==> src/rtl/ps2_scancode_decoder_if.sv <==
// Byte-in / character-out bus of the PS/2 set-2 scancode decoder.
// The master side feeds scancode bytes and consumes characters; the slave side is the decoder.
interface ps2_scancode_decoder_if;
    logic [7:0] ps2_received_data;
    logic       ps2_received_data_strb;
    logic [7:0] ascii_data;
    logic       ascii_valid;
    logic       ascii_ready;
    logic       overflow;

    modport master (
        output ps2_received_data, ps2_received_data_strb, ascii_ready,
        input  ascii_data, ascii_valid, overflow
    );

    modport slave (
        input  ps2_received_data, ps2_received_data_strb, ascii_ready,
        output ascii_data, ascii_valid, overflow
    );
endinterface

==> src/rtl/ps2_scancode_decoder.sv <==
// PS/2 set-2 make-code to ASCII decoder with a one-entry valid/ready holding register.
// Optional feature: define PS2_LOWERCASE_EN to track shift and emit lowercase letters.
module ps2_scancode_decoder (
    input  logic                          clk,
    input  logic                          rst_n,
    ps2_scancode_decoder_if.slave         bus
);
    localparam int unsigned DATA_W = 8;

    typedef enum logic [1:0] {IDLE, BREAK, EXT, EXT_BREAK} state_e;

    state_e              state_q, state_d;
    logic [DATA_W-1:0]   ascii_data_q, ascii_data_d;
    logic                ascii_valid_q, ascii_valid_d;
    logic                overflow_q, overflow_d;
`ifdef PS2_LOWERCASE_EN
    logic                shift_q, shift_d;
`endif

    logic                xfer;
    logic                new_char;
    logic [DATA_W:0]     mapped;
    logic [DATA_W-1:0]   char_out;

    // Returns {hit, uppercase ascii} for a make code.
    function automatic logic [DATA_W:0] map_code(input logic [DATA_W-1:0] code);
        logic [DATA_W:0] r;
        r = '0;
        case (code)
            8'h1C: r = {1'b1, 8'h41}; 8'h32: r = {1'b1, 8'h42}; 8'h21: r = {1'b1, 8'h43};
            8'h23: r = {1'b1, 8'h44}; 8'h24: r = {1'b1, 8'h45}; 8'h2B: r = {1'b1, 8'h46};
            8'h34: r = {1'b1, 8'h47}; 8'h33: r = {1'b1, 8'h48}; 8'h43: r = {1'b1, 8'h49};
            8'h3B: r = {1'b1, 8'h4A}; 8'h42: r = {1'b1, 8'h4B}; 8'h4B: r = {1'b1, 8'h4C};
            8'h3A: r = {1'b1, 8'h4D}; 8'h31: r = {1'b1, 8'h4E}; 8'h44: r = {1'b1, 8'h4F};
            8'h4D: r = {1'b1, 8'h50}; 8'h15: r = {1'b1, 8'h51}; 8'h2D: r = {1'b1, 8'h52};
            8'h1B: r = {1'b1, 8'h53}; 8'h2C: r = {1'b1, 8'h54}; 8'h3C: r = {1'b1, 8'h55};
            8'h2A: r = {1'b1, 8'h56}; 8'h1D: r = {1'b1, 8'h57}; 8'h22: r = {1'b1, 8'h58};
            8'h35: r = {1'b1, 8'h59}; 8'h1A: r = {1'b1, 8'h5A};
            8'h45: r = {1'b1, 8'h30}; 8'h16: r = {1'b1, 8'h31}; 8'h1E: r = {1'b1, 8'h32};
            8'h26: r = {1'b1, 8'h33}; 8'h25: r = {1'b1, 8'h34}; 8'h2E: r = {1'b1, 8'h35};
            8'h36: r = {1'b1, 8'h36}; 8'h3D: r = {1'b1, 8'h37}; 8'h3E: r = {1'b1, 8'h38};
            8'h46: r = {1'b1, 8'h39};
            8'h29: r = {1'b1, 8'h20}; 8'h5A: r = {1'b1, 8'h0D}; 8'h66: r = {1'b1, 8'h08};
            default: r = '0;
        endcase
        return r;
    endfunction

    // Next-state, holding register and overflow logic.
    always_comb begin
        state_d       = state_q;
        ascii_data_d  = ascii_data_q;
        ascii_valid_d = ascii_valid_q;
        overflow_d    = overflow_q;
`ifdef PS2_LOWERCASE_EN
        shift_d       = shift_q;
`endif
        new_char      = 1'b0;
        xfer          = ascii_valid_q & bus.ascii_ready;
        mapped        = map_code(bus.ps2_received_data);
        char_out      = mapped[DATA_W-1:0];
`ifdef PS2_LOWERCASE_EN
        if (!shift_q && char_out >= 8'h41 && char_out <= 8'h5A)
            char_out = DATA_W'(char_out + 8'h20);
`endif

        if (bus.ps2_received_data_strb) begin
            unique case (state_q)
                IDLE: begin
                    if (bus.ps2_received_data == 8'hF0)      state_d = BREAK;
                    else if (bus.ps2_received_data == 8'hE0) state_d = EXT;
                    else begin
                        state_d  = IDLE;
                        new_char = mapped[DATA_W];
`ifdef PS2_LOWERCASE_EN
                        if (bus.ps2_received_data == 8'h12 || bus.ps2_received_data == 8'h59)
                            shift_d = 1'b1;
`endif
                    end
                end
                BREAK: begin
                    state_d = IDLE;
`ifdef PS2_LOWERCASE_EN
                    if (bus.ps2_received_data == 8'h12 || bus.ps2_received_data == 8'h59)
                        shift_d = 1'b0;
`endif
                end
                EXT:       state_d = (bus.ps2_received_data == 8'hF0) ? EXT_BREAK : IDLE;
                EXT_BREAK: state_d = IDLE;
                default:   state_d = IDLE;
            endcase
        end

        if (xfer) ascii_valid_d = 1'b0;
        // A draining register may be reloaded in the same cycle.
        if (new_char) begin
            if (!ascii_valid_q || xfer) begin
                ascii_data_d  = char_out;
                ascii_valid_d = 1'b1;
            end else begin
                overflow_d = 1'b1;
            end
        end
    end

    always_ff @(posedge clk) begin
        if (!rst_n) begin
            state_q       <= IDLE;
            ascii_data_q  <= '0;
            ascii_valid_q <= 1'b0;
            overflow_q    <= 1'b0;
`ifdef PS2_LOWERCASE_EN
            shift_q       <= 1'b0;
`endif
        end else begin
            state_q       <= state_d;
            ascii_data_q  <= ascii_data_d;
            ascii_valid_q <= ascii_valid_d;
            overflow_q    <= overflow_d;
`ifdef PS2_LOWERCASE_EN
            shift_q       <= shift_d;
`endif
        end
    end

    assign bus.ascii_data  = ascii_data_q;
    assign bus.ascii_valid = ascii_valid_q;
    assign bus.overflow    = overflow_q;
endmodule

==> src/flat_wrapper.sv <==
// flat-port wrapper written by rule: the top's interface ports become plain ports
module ps2_scancode_decoder_flat 
  (clk, rst_n, bus_ps2_received_data, bus_ps2_received_data_strb, bus_ascii_ready, bus_ascii_data, bus_ascii_valid, bus_overflow);
  ps2_scancode_decoder_if bus_i ();
  input  logic clk;
  input  logic rst_n;
  input wire logic [$bits(bus_i.ps2_received_data)-1:0] bus_ps2_received_data;
  input wire logic [$bits(bus_i.ps2_received_data_strb)-1:0] bus_ps2_received_data_strb;
  input wire logic [$bits(bus_i.ascii_ready)-1:0] bus_ascii_ready;
  output wire logic [$bits(bus_i.ascii_data)-1:0] bus_ascii_data;
  output wire logic [$bits(bus_i.ascii_valid)-1:0] bus_ascii_valid;
  output wire logic [$bits(bus_i.overflow)-1:0] bus_overflow;
  assign bus_i.ps2_received_data = bus_ps2_received_data;
  assign bus_i.ps2_received_data_strb = bus_ps2_received_data_strb;
  assign bus_i.ascii_ready = bus_ascii_ready;
  assign bus_ascii_data = bus_i.ascii_data;
  assign bus_ascii_valid = bus_i.ascii_valid;
  assign bus_overflow = bus_i.overflow;
  ps2_scancode_decoder u_core (.clk(clk), .rst_n(rst_n), .bus(bus_i));
endmodule
==> config.mk <==
export PLATFORM = sky130hd
export DESIGN_NAME = ps2_scancode_decoder_flat
export DESIGN_NICKNAME = d
export VERILOG_FILES = /design/src/rtl/ps2_scancode_decoder_if.sv /design/src/rtl/ps2_scancode_decoder.sv /design/src/flat_wrapper.sv
export SDC_FILE = /design/constraint.sdc
export NUM_CORES = 1
export LEC_CHECK = 0
export ABC_CLOCK_PERIOD_IN_PS = 3250
export CORE_UTILIZATION = 25
export DETAILED_ROUTE_END_ITERATION = 10
export HOLD_SLACK_MARGIN = 0.06
export SYNTH_ARGS = -nofsm -noshare
export SYNTH_HDL_FRONTEND = slang
export SYNTH_SLANG_ARGS = --single-unit
export TNS_END_PERCENT = 5
==> constraint.sdc <==
create_clock -name clk -period 3.25 [get_ports clk]
set_clock_uncertainty 0.05 [all_clocks]
set_input_delay 0.8125 -clock clk [delete_from_list [all_inputs] [get_ports clk]]
set_output_delay 0.8125 -clock clk [all_outputs]
set_load 0.03 [all_outputs]
After elaboration in Yosys (flattened, before gate mapping) --
Memory sizes are Yosys's and may differ from the RTL's. Index checks and enable logic that the tools add are counted.
Storage, ports and cells: register bits 12, memory bits (read-only) 1024, input bits 12, output and inout port bits 10, word-level logic and storage cells 30, memories 1
Operators by class: equal/unequal tests 5, multiplexer cells 12, bitwise operators 2, reduce and logical (&&, ||, !) cells 6
Memories:
- (no name shown) | words 128, bits a word 8, rd ports 1, clocked after Yosys merged registers in 0, wr ports 0, line ps2_scancode_decoder.sv:29 | case (code)
Operators with widths (count):
- equality test 8 bit (second input constant) | 2
- two-way mux 9 bit | 1
- two-way mux 1 bit | 7
- two-way mux 2 bit | 3
- case mux 2 bit (3 select lines) | 1
- equality test 2 bit (second input constant) | 2
- AND reduction 2 bit | 2
- equality test 2 x 1 -> 1 bit (second input constant) | 1
- zero test 2 bit | 1
- OR reduction 2 bit | 1
- AND 1 bit | 1
- zero test 1 bit | 1
- logical OR 1 bit | 1
- NOT 1 bit | 1

Longest topological paths before layout --
Gate-level depths: netlist of run 1. An unclocked memory read counts as a cell.
depth after elaboration 7, depth in mapped cells 9

Worst setup path before layout of run 1 --
No wires, ideal clock.
path type input-to-reg, start in bus_ps2_received_data[1], end reg u_core.ascii_data_q[0] (netlist: u_core.bus.ascii_data[0]), data arrival time 2.527 ns, data required time 3.126 ns, slack 0.598 ns, cell stages on the path 8, buffers on the path 1, path through buf_2 -> inv_1 -> ha_1 -> or2_2 -> and4_1 -> o31ai_1 -> nand2_1 -> a31oi_1
On the way: word-level cells in the longest chain between the ends 7, elaborated cells between the ends (all ways) 9
RTL lines:
- start, declared | line flat_wrapper.sv:7 | input wire logic [$bits(bus_i.ps2_received_data)-1:0] bus_ps2_received_data;
- memory (128 x 8 bit)
- two-way mux 9 bit | line ps2_scancode_decoder.sv:29
- two-way mux 1 bit | line ps2_scancode_decoder.sv:71 | else if (bus.ps2_received_data == 8'hE0) state_d = EXT;
- two-way mux 1 bit | line ps2_scancode_decoder.sv:70 | if (bus.ps2_received_data == 8'hF0) state_d = BREAK;
- two-way mux 1 bit | line ps2_scancode_decoder.sv:68 | unique case (state_q)
- two-way mux 1 bit | line ps2_scancode_decoder.sv:67 | if (bus.ps2_received_data_strb) begin
- AND reduction 2 bit (no source line)
- end signal, assigned | line ps2_scancode_decoder.sv:117 | ascii_data_q <= ascii_data_d;
- end, declared | line ps2_scancode_decoder.sv:13 | logic [DATA_W-1:0] ascii_data_q, ascii_data_d;
Parallel ways exist; a longest one is shown, timed or not. A chain may end at the register's enable or synchronous reset.

Worst setup path after layout of run 1 --
start in bus_ps2_received_data[0], end reg u_core.ascii_data_q[0] (netlist: u_core.bus.ascii_data[0])
Same word-level chain as after synthesis.

==> results summary, run 1 <==
The flow ran to the end, and the final reports show no timing, DRC or antenna violations. The count of antenna-violating nets left after detailed routing came out at 0. Dividing the final minimum period by the clock period gives 87.7%. Gates resized during post-CTS repair numbered 0. For this run, the leading register cell type out of synthesis is sky130_fd_sc_hd__dfxtp_1. The Yosys step of the flow raised 0 warnings. The worst register-to-register path has a depth of 5. The slew at the pin closest to its max-slew limit came out at 0.541 ns. The sum of overflow across all layers after global routing is 0.

The worst-case vdd ir drop came out at between 150 and 200 uV. TritonCTS built the clock tree. The capture instance of the worst register-to-register path is u_core.bus.ascii_data[6]. The number of antenna violations at the first check in global routing came out at 0. The first global-routing pass estimated 7.56 mm of wire. Entering global routing, the biggest net connects 45 pins. The repair_antennas step left the layout with diodes totalling 0. The largest individual stage delay along the critical path comes from the cell sky130_fd_sc_hd__clkdlybuf4s50_1.

The die height is 80.6 um. The worst setup path is launched from a primary input. The clock sink count is 11. The sequential fraction of the synthesis area is 14.3%. The post-route netlist has between 10% and 20% of its cells at a drive strength greater than 1. The number of nets in the finished design is around 250. The number of maximum-capacitance constraint violations came out at 0.

The later pin in the worst-skew pair is clocked with a latency of 0.24 ns. After Yosys synthesis, full adders, half adders and majority gates account for between 5 and 6% of the synthesized area. Dividing the detail-routed wire length by the instance count gives about 15 um. The maximum clock frequency is around 350 MHz.

The DRC violation count after routing is 0. The min-delay analysis places its worst path in the category reg -> reg. The first element of the critical path is bus_ps2_received_data[0]. The post-synthesis cell type count came out at 62. The launching point of the worst reg2reg path is u_core.state_q[0].

The final hold violation count was 0. The count of hold-fix buffers inserted at cts came out at 0. The post-route cell area came out at around 2000 um2. The gate count of the mapped netlist came out at 207. The kind of critical path is in -> reg. Once detailed placement completed, the half-perimeter wirelength came to 3.48 mm. The clock period minus worst slack is 2.85 ns. Counting every net in the synthesized netlist gives ~230. The initial core utilization came out at roughly a quarter. In the layout the commonest cells are sky130_fd_sc_hd__clkdlybuf4s50_1 (20), sky130_fd_sc_hd__buf_4 (18), sky130_fd_sc_hd__nand2_1 (16). The flip-flop and latch count after synthesis is 11. The die extent in x came out at 80.6 um.

In this run the clock root is driven by a sky130_fd_sc_hd__clkbuf_8. The xor and xnor area share after synthesis came out at 0%. The area fraction in compound gates after synthesis came out at approximately two fifths.

After clock tree synthesis, the clock-pin slew on the worst setup and hold paths is around 0.050 ns. The number of buffers on the longest clock path is 2. The buffer count from post-CTS setup fixing is 0. The number of global-route vias before repair came out at 1,540. The total iterations of the first detailed-routing run is 4. The register-to-register setup slack came out at 1.22 ns. The number of pins with negative max-slew slack in the final report is 0.

The most common library cell in the layout ignoring fill and taps is sky130_fd_sc_hd__clkdlybuf4s50_1. In this run the cell area of the synthesized design comes to 1540 um2. The global placement routability congestion came out at ~0.95. The area of the die came out at around 6500 um2. The count of pins on the block boundary is 22. The critical path goes through clkdlybuf4s50_1 > inv_1 > ha_1 > or2_2 > and4_1 > o31ai_1 > nand2_1 > a31oi_1. From synthesis to final layout, the design area changed by 27.1%. For this design the static power due to leakage is between 0.7 and 0.8 nW. The hold-critical path depth came out at 2. Headroom to the max-slew limit came out at 63.0%. The nature of the critical path endpoint is a register. In this run the number of H-tree levels came out at 1.

The cell row count came out at 28. Multiplexer cells account for approximately 5.3% of the synthesized area. The peak per-stage delay on the critical path came out at between 0.4 and 0.5 ns. The final sum of negative setup slack came out at 0 ns.

The number of buffer cells added on primary ports is 20. The core region area came out at between 5000 and 6000 um2. Setup violations remaining at the end of the flow were counted as 0. After the first detailed-routing iteration, the DRC count stood at 93. The worst hold path begins at u_core.bus.overflow. The data arrival at the endpoint of the critical path came out at between 2 and 3 ns. In this run, synthesis inferred 0 flip-flops with an integrated enable. For this block, the via count after detailed routing is between 1,500 and 2,000. STA puts the critical path data required time at around 3.4 ns. Along the worst path, the maximum fanout reaches 6.

The total length of routed wires came out at 4.67 mm. The terminating pin of the worst hold path is u_core.bus.overflow. Once placement finished, the instance area stood at ~1900 um2. By area, the combinational part of the netlist is dominated by compound AO/OA/AOI/OAI gates. Setup repair after global routing left no endpoint under its margin.

The area fraction in and, or, nand and nor cells after synthesis came out at a little over a quarter. After detailed routing, the number of vias per cell comes to around 5.7. The global routing usage summed across all routing layers is around 15%. Of all flip-flops after synthesis, the portion carrying an async set or reset was 0%.

The power density normalized to cell area came out at ~240 nW/um2. The number of buffers inserted during clock tree synthesis came out at 3. The per-instance average area after synthesis came out at 7.46 um2.
==> flip-flops by register name, summed over array words and instances, names as in the netlist <==
register and count:
u_core.bus.ascii_valid 1, u_core.state_q 2, u_core.bus.ascii_data 7, u_core.bus.overflow 1
==> cell families (layout without fill, tap and decap cells) <==
logic type                 count (synthesis)  in the layout
AOI/OAI and AO/OA                         80             80
adders and majority gates                  7              7
buffers and inverters                     28             52
DFF                                       11             11
muxes                                      8              8
other                                      1              1
and+or+nand+nor                           72             72
==> worst max-delay path by stage <==
stage	endpoint	slack, ns	cells after the start
6_report	u_core.bus.ascii_data[0]	0.40	8
2_1_floorplan	u_core.bus.ascii_data[0]	0.60	8
5_1_grt	u_core.bus.overflow	0.09	8
3_3_place_gp	u_core.bus.ascii_data[6]	0.14	8
4_1_cts	u_core.bus.ascii_data[1]	0.40	8
3_5_place_dp	u_core.bus.ascii_data[4]	0.16	8
==> report_power, final <==
part	switching [mW]	internal, mW	leakage (nW)	total (mW)
logic	0.109	0.0867	0.622	0.195
clock network	0.0523	0.0862	0.0228	0.139
registers	0.00174	0.138	0.0889	0.140
total	0.163	0.311	0.734	0.474
==> through the flow <==
| step | power (mW) | hold WS [ns] | utilization, % | worst slack (ns) | cells |
|---|---|---|---|---|---|
| 2_1_floorplan | 0.267 | 0.484 | - | 0.598 | 207 |
| 3_3_place_gp | 0.336 | 0.401 | 32.2 | 0.141 | 302 |
| 3_5_place_dp | 0.335 | 0.405 | 32.2 | 0.163 | 302 |
| 4_1_cts | 0.474 | 0.412 | 32.9 | 0.399 | 306 |
| 5_1_grt | 0.504 | 0.463 | 32.9 | 0.0940 | 306 |
| 6_report | 0.474 | 0.405 | 32.9 | 0.398 | 306 |
==> cell type report <==
type                    count  area, um2
fillers                   637       3990
flip-flops and latches     11        220
well taps                  75       93.8
repair buffers             40        375
multi-input cells         168       1200
inverters                   8       30.0
clock buffers               4       45.0
==> synthesized netlist by cell type (all sizes together), types with 4 or more instances <==
cell | n | area, um2
nand2 | 16 | 60.1
buf | 13 | 70.1
a21oi | 12 | 60.1
dfxtp | 11 | 220
nor2b | 10 | 62.6
nand2b | 9 | 56.3
inv | 8 | 30.0
o21ai | 8 | 40.0
clkbuf | 7 | 26.3
ha | 7 | 87.6
mux2i | 7 | 70.1
o22ai | 7 | 43.8
and3 | 6 | 37.5
nor2 | 6 | 22.5
nand3 | 5 | 25.0
o31ai | 5 | 37.5
a211oi | 4 | 42.5
o31a | 4 | 35.0
or2 | 4 | 25.0
==> metal layers <==
| layer | routed length (um) | vias to the layer above | track usage (%) |
|---|---|---|---|
| li1 | - | 844 | - |
| met1 | 2090 | 814 | 20.6 |
| met2 | 2210 | 75 | 23.6 |
| met3 | 294 | 8 | 2.27 |
| met4 | 71 | 0 | 3.57 |
| met5 | 0 | - | 0 |
==> worst max-delay path, delay by kind of cell <==
kind / cells / cell delay [ns]
compound gates: 2 / 0.52
buf+inv: 2 / 0.57
fa+ha+maj: 1 / 0.31
simple gates: 3 / 0.75
No activity file was read; power rests on OpenSTA's default activity.
==> run 2: changes to the inputs <==
--- a/config.mk
+++ b/config.mk
@@ -5,7 +5,6 @@
 export SDC_FILE = /design/constraint.sdc
 export NUM_CORES = 1
 export LEC_CHECK = 0
-export ABC_CLOCK_PERIOD_IN_PS = 3250
 export CORE_UTILIZATION = 25
 export DETAILED_ROUTE_END_ITERATION = 10
 export HOLD_SLACK_MARGIN = 0.06
==> results of run 2 <==
The final DEF is identical to that of run 1; final timing and power are the same.
==> run 3: changes to the inputs <==
--- a/config.mk
+++ b/config.mk
@@ -5,9 +5,13 @@
 export SDC_FILE = /design/constraint.sdc
 export NUM_CORES = 1
 export LEC_CHECK = 0
+export CELL_PAD_IN_SITES_DETAIL_PLACEMENT = 0
+export CELL_PAD_IN_SITES_GLOBAL_PLACEMENT = 2
 export CORE_UTILIZATION = 25
 export DETAILED_ROUTE_END_ITERATION = 10
+export GPL_ROUTABILITY_DRIVEN = 0
 export HOLD_SLACK_MARGIN = 0.06
+export PLACE_DENSITY_LB_ADDON = 0.1
 export SYNTH_ARGS = -nofsm -noshare
 export SYNTH_HDL_FRONTEND = slang
 export SYNTH_SLANG_ARGS = --single-unit
==> run 3 against run 2 <==
Non-clock buffer count grew 2. Sequential power is essentially flat. Flip-flop and latch count is the same. Highest routed layer unchanged. Sequential share of layout area shrank 0.085 points. Critical path type unchanged.
==> results summary, run 3 (same netlist as run 1, synthesis figures left out) <==
The run finished with clean final reports. 0 antenna diodes ended up in the layout. The worst-case setup slack after placement came out at approximately 0.1 ns. The switching power share of the total came out at a little over a third.

The post-detailed-placement cell area is 1930 um2. The first-pass GRT wire length is slightly above 8 mm. The via total after detailed routing came out at around 1,800. The critical path startpoint category is a primary input. The total length of routed wires is between 5 and 6 mm. Once detail routing completed, the nets flagged for antenna violations numbered 0. Compared with the post-synthesis result, the final layout area differs by 28.0%. Summed over all nets, the half-perimeter wirelength after detailed placement is a little over 4 mm. The initial core utilization is approximately a quarter. Per report_power, the combinational group accounts for 42.0% of the total. Summed over all cells, the static leakage comes to ~0.74 nW.

Clock-pin slew was measured on the worst setup and hold paths at approximately 0.050 ns. The cell row count came out at 28. The count of pins on the block boundary is 22. The count of hold-fix buffers inserted at cts is 0. Cells with a size suffix above 1 make up 16.3% of the layout. Buffers inserted during clock tree synthesis total 3. Port buffering added 20 buffers.

The H-tree depth reported by CTS came out at 1. Across every metal layer, demand over resource in global routing totals between 10% and 20%. The tool flagged a number of max-cap violations equal to 0.

The worst-case vdd ir drop is approximately 130 uV. The slew at the pin closest to its max-slew limit is 0.530 ns. The hold-critical path depth came out at 2. The data arrival at the endpoint of the critical path is a little over 3 ns.

The min-delay analysis places its worst path in the category reg -> reg. The clock period minus worst slack came out at 2.94 ns. The via count normalized by instance count came out at around 5.7. For the final routed database, the setup TNS stands at 0 ns. The total iterations of the first detailed-routing run came out at 4. In this run the deepest clock path goes through 2 buffers. In the layout the commonest cells are sky130_fd_sc_hd__clkdlybuf4s50_1 (20), sky130_fd_sc_hd__buf_4 (20), sky130_fd_sc_hd__nand2_1 (16). The clock network fraction of total power came out at 28.8%.

The depth of the worst register-to-register path is 5. The number of pins with negative max-slew slack in the final report is 0. Setup repair after global routing left no endpoint under its margin. The number of setup violations in the final report came out at 0. The CTS tree is done. The number of global-route vias before repair came out at about 1,700.

After clock tree synthesis, the repair step resized 0 gates. Summing all multi-input logic gate instances after layout gives 1200 um2. Internal power comes to 0.312 mW. The minimum setup slack in the final design is about 0.31 ns. In the finished design, the share of the clock period the worst path needs comes to roughly nine tenths. The required time reported for the critical path endpoint is 3.36 ns. The number of fillers in the final layout came out at 641. After the first detailed-routing iteration, the DRC count stood at approximately 190. The DRC violation count after routing came out at 0. The number of nets in the finished design came out at ~250. STA classifies the critical path endpoint as a register. The remaining max-slew budget at the tightest pin is 63.7%. The final hold violation count came to 0. The die covers 6490 um2. Across the whole layout, storage elements account for ~220 um2. For this design, the sink count on the clock tree is 11. The buffer count from post-CTS setup fixing is 0.

Entering global routing, the biggest net connects 34 pins. The net load switching power is ~0.17 mW. The region available for standard cell placement spans between 5000 and 6000 um2. Of all nets on the critical path, the largest fanout is 6. For this run, the top clock speed supported by timing is approximately 340 MHz.

The tree is rooted in a sky130_fd_sc_hd__clkbuf_8. In this run the vertical extent of the chip is between 80 and 90 um. Summing internal, switching and leakage power gives 0.478 mW. The power share of the sequential group came out at between 20% and 30%. Dividing the detail-routed wire length by the instance count gives between 15 and 20 um. The worst setup path is of the in -> reg kind. The number of antenna violations at the first check in global routing is 0. For this design the ratio of total power to cell area is 242 nW/um2. The post-route cell area is about 2000 um2. The flip-flop count of the largest register, all copies and words added is 7. In this run the horizontal extent of the chip is around 81 um. The sum of overflow across all layers after global routing came out at 0.

The final worst hold slack is between 0.3 and 0.4 ns. The clock latency on the worst-skew pair is 0.24 ns.
[run 3: cell types whose count changed in the layout (fill, tap and decap cells not counted)]
| cell | previous run | this run |
|---|---|---|
| sky130_fd_sc_hd__buf_4 | 18 | 20 |
[run 3: area by class of cell]
class                   instances  share of cell area (%)
clock buffers                   4                    2.28
inverters                       8                    1.52
multi-input cells             168                    60.6
flip-flops and latches         11                    11.1
well taps                      75                    4.75
repair buffers                 42                    19.7
[run 3: final timing paths]
| path | start | to | slack [ns] |
|---|---|---|---|
| worst max-delay path | bus_ps2_received_data[1] | u_core.bus.ascii_data[0] | 0.31 |
| worst min-delay path | u_core.bus.overflow | u_core.bus.overflow | 0.39 |
| worst max register to register | u_core.state_q[0] | u_core.bus.ascii_data[6] | 1.21 |
| worst min register to register | u_core.bus.overflow | u_core.bus.overflow | 0.39 |
[run 3: worst max-delay path: stages]
cell and delay (ns):
sky130_fd_sc_hd__clkdlybuf4s50_1 0.54, sky130_fd_sc_hd__inv_1 0.12, sky130_fd_sc_hd__ha_1 0.30, sky130_fd_sc_hd__or2_2 0.29, sky130_fd_sc_hd__and4_1 0.22, sky130_fd_sc_hd__o31ai_1 0.34
sky130_fd_sc_hd__nand2_1 0.23, sky130_fd_sc_hd__a31oi_1 0.18
[run 3: layer usage]
layer | up-vias | GRT usage [%] | part of all wire (%)
met5 | - | 0 | 0
met3 | 10 | 2.39 | 3.6
met4 | 0 | 5.00 | 2.0
met1 | 834 | 22.7 | 49
met2 | 62 | 27.5 | 46
li1 | 847 | - | -
[run 3: power groups by stage]
| stage | combinational [mW] | sequential [mW] | clock, mW |
|---|---|---|---|
| 3_5_place_dp | 0.199 | 0.142 | 0 |
| 4_1_cts | 0.200 | 0.140 | 0.142 |
| 2_1_floorplan | 0.119 | 0.148 | 0 |
| 6_report | 0.201 | 0.140 | 0.138 |
| 3_3_place_gp | 0.201 | 0.142 | 0 |
| 5_1_grt | 0.218 | 0.140 | 0.152 |
[run 3: through the flow]
step	util, %	cells
after detailed placement	32.4	304
after floorplan	-	207
after CTS	33.2	308
after global placement	32.4	304
after global routing	33.2	308
final	33.2	308
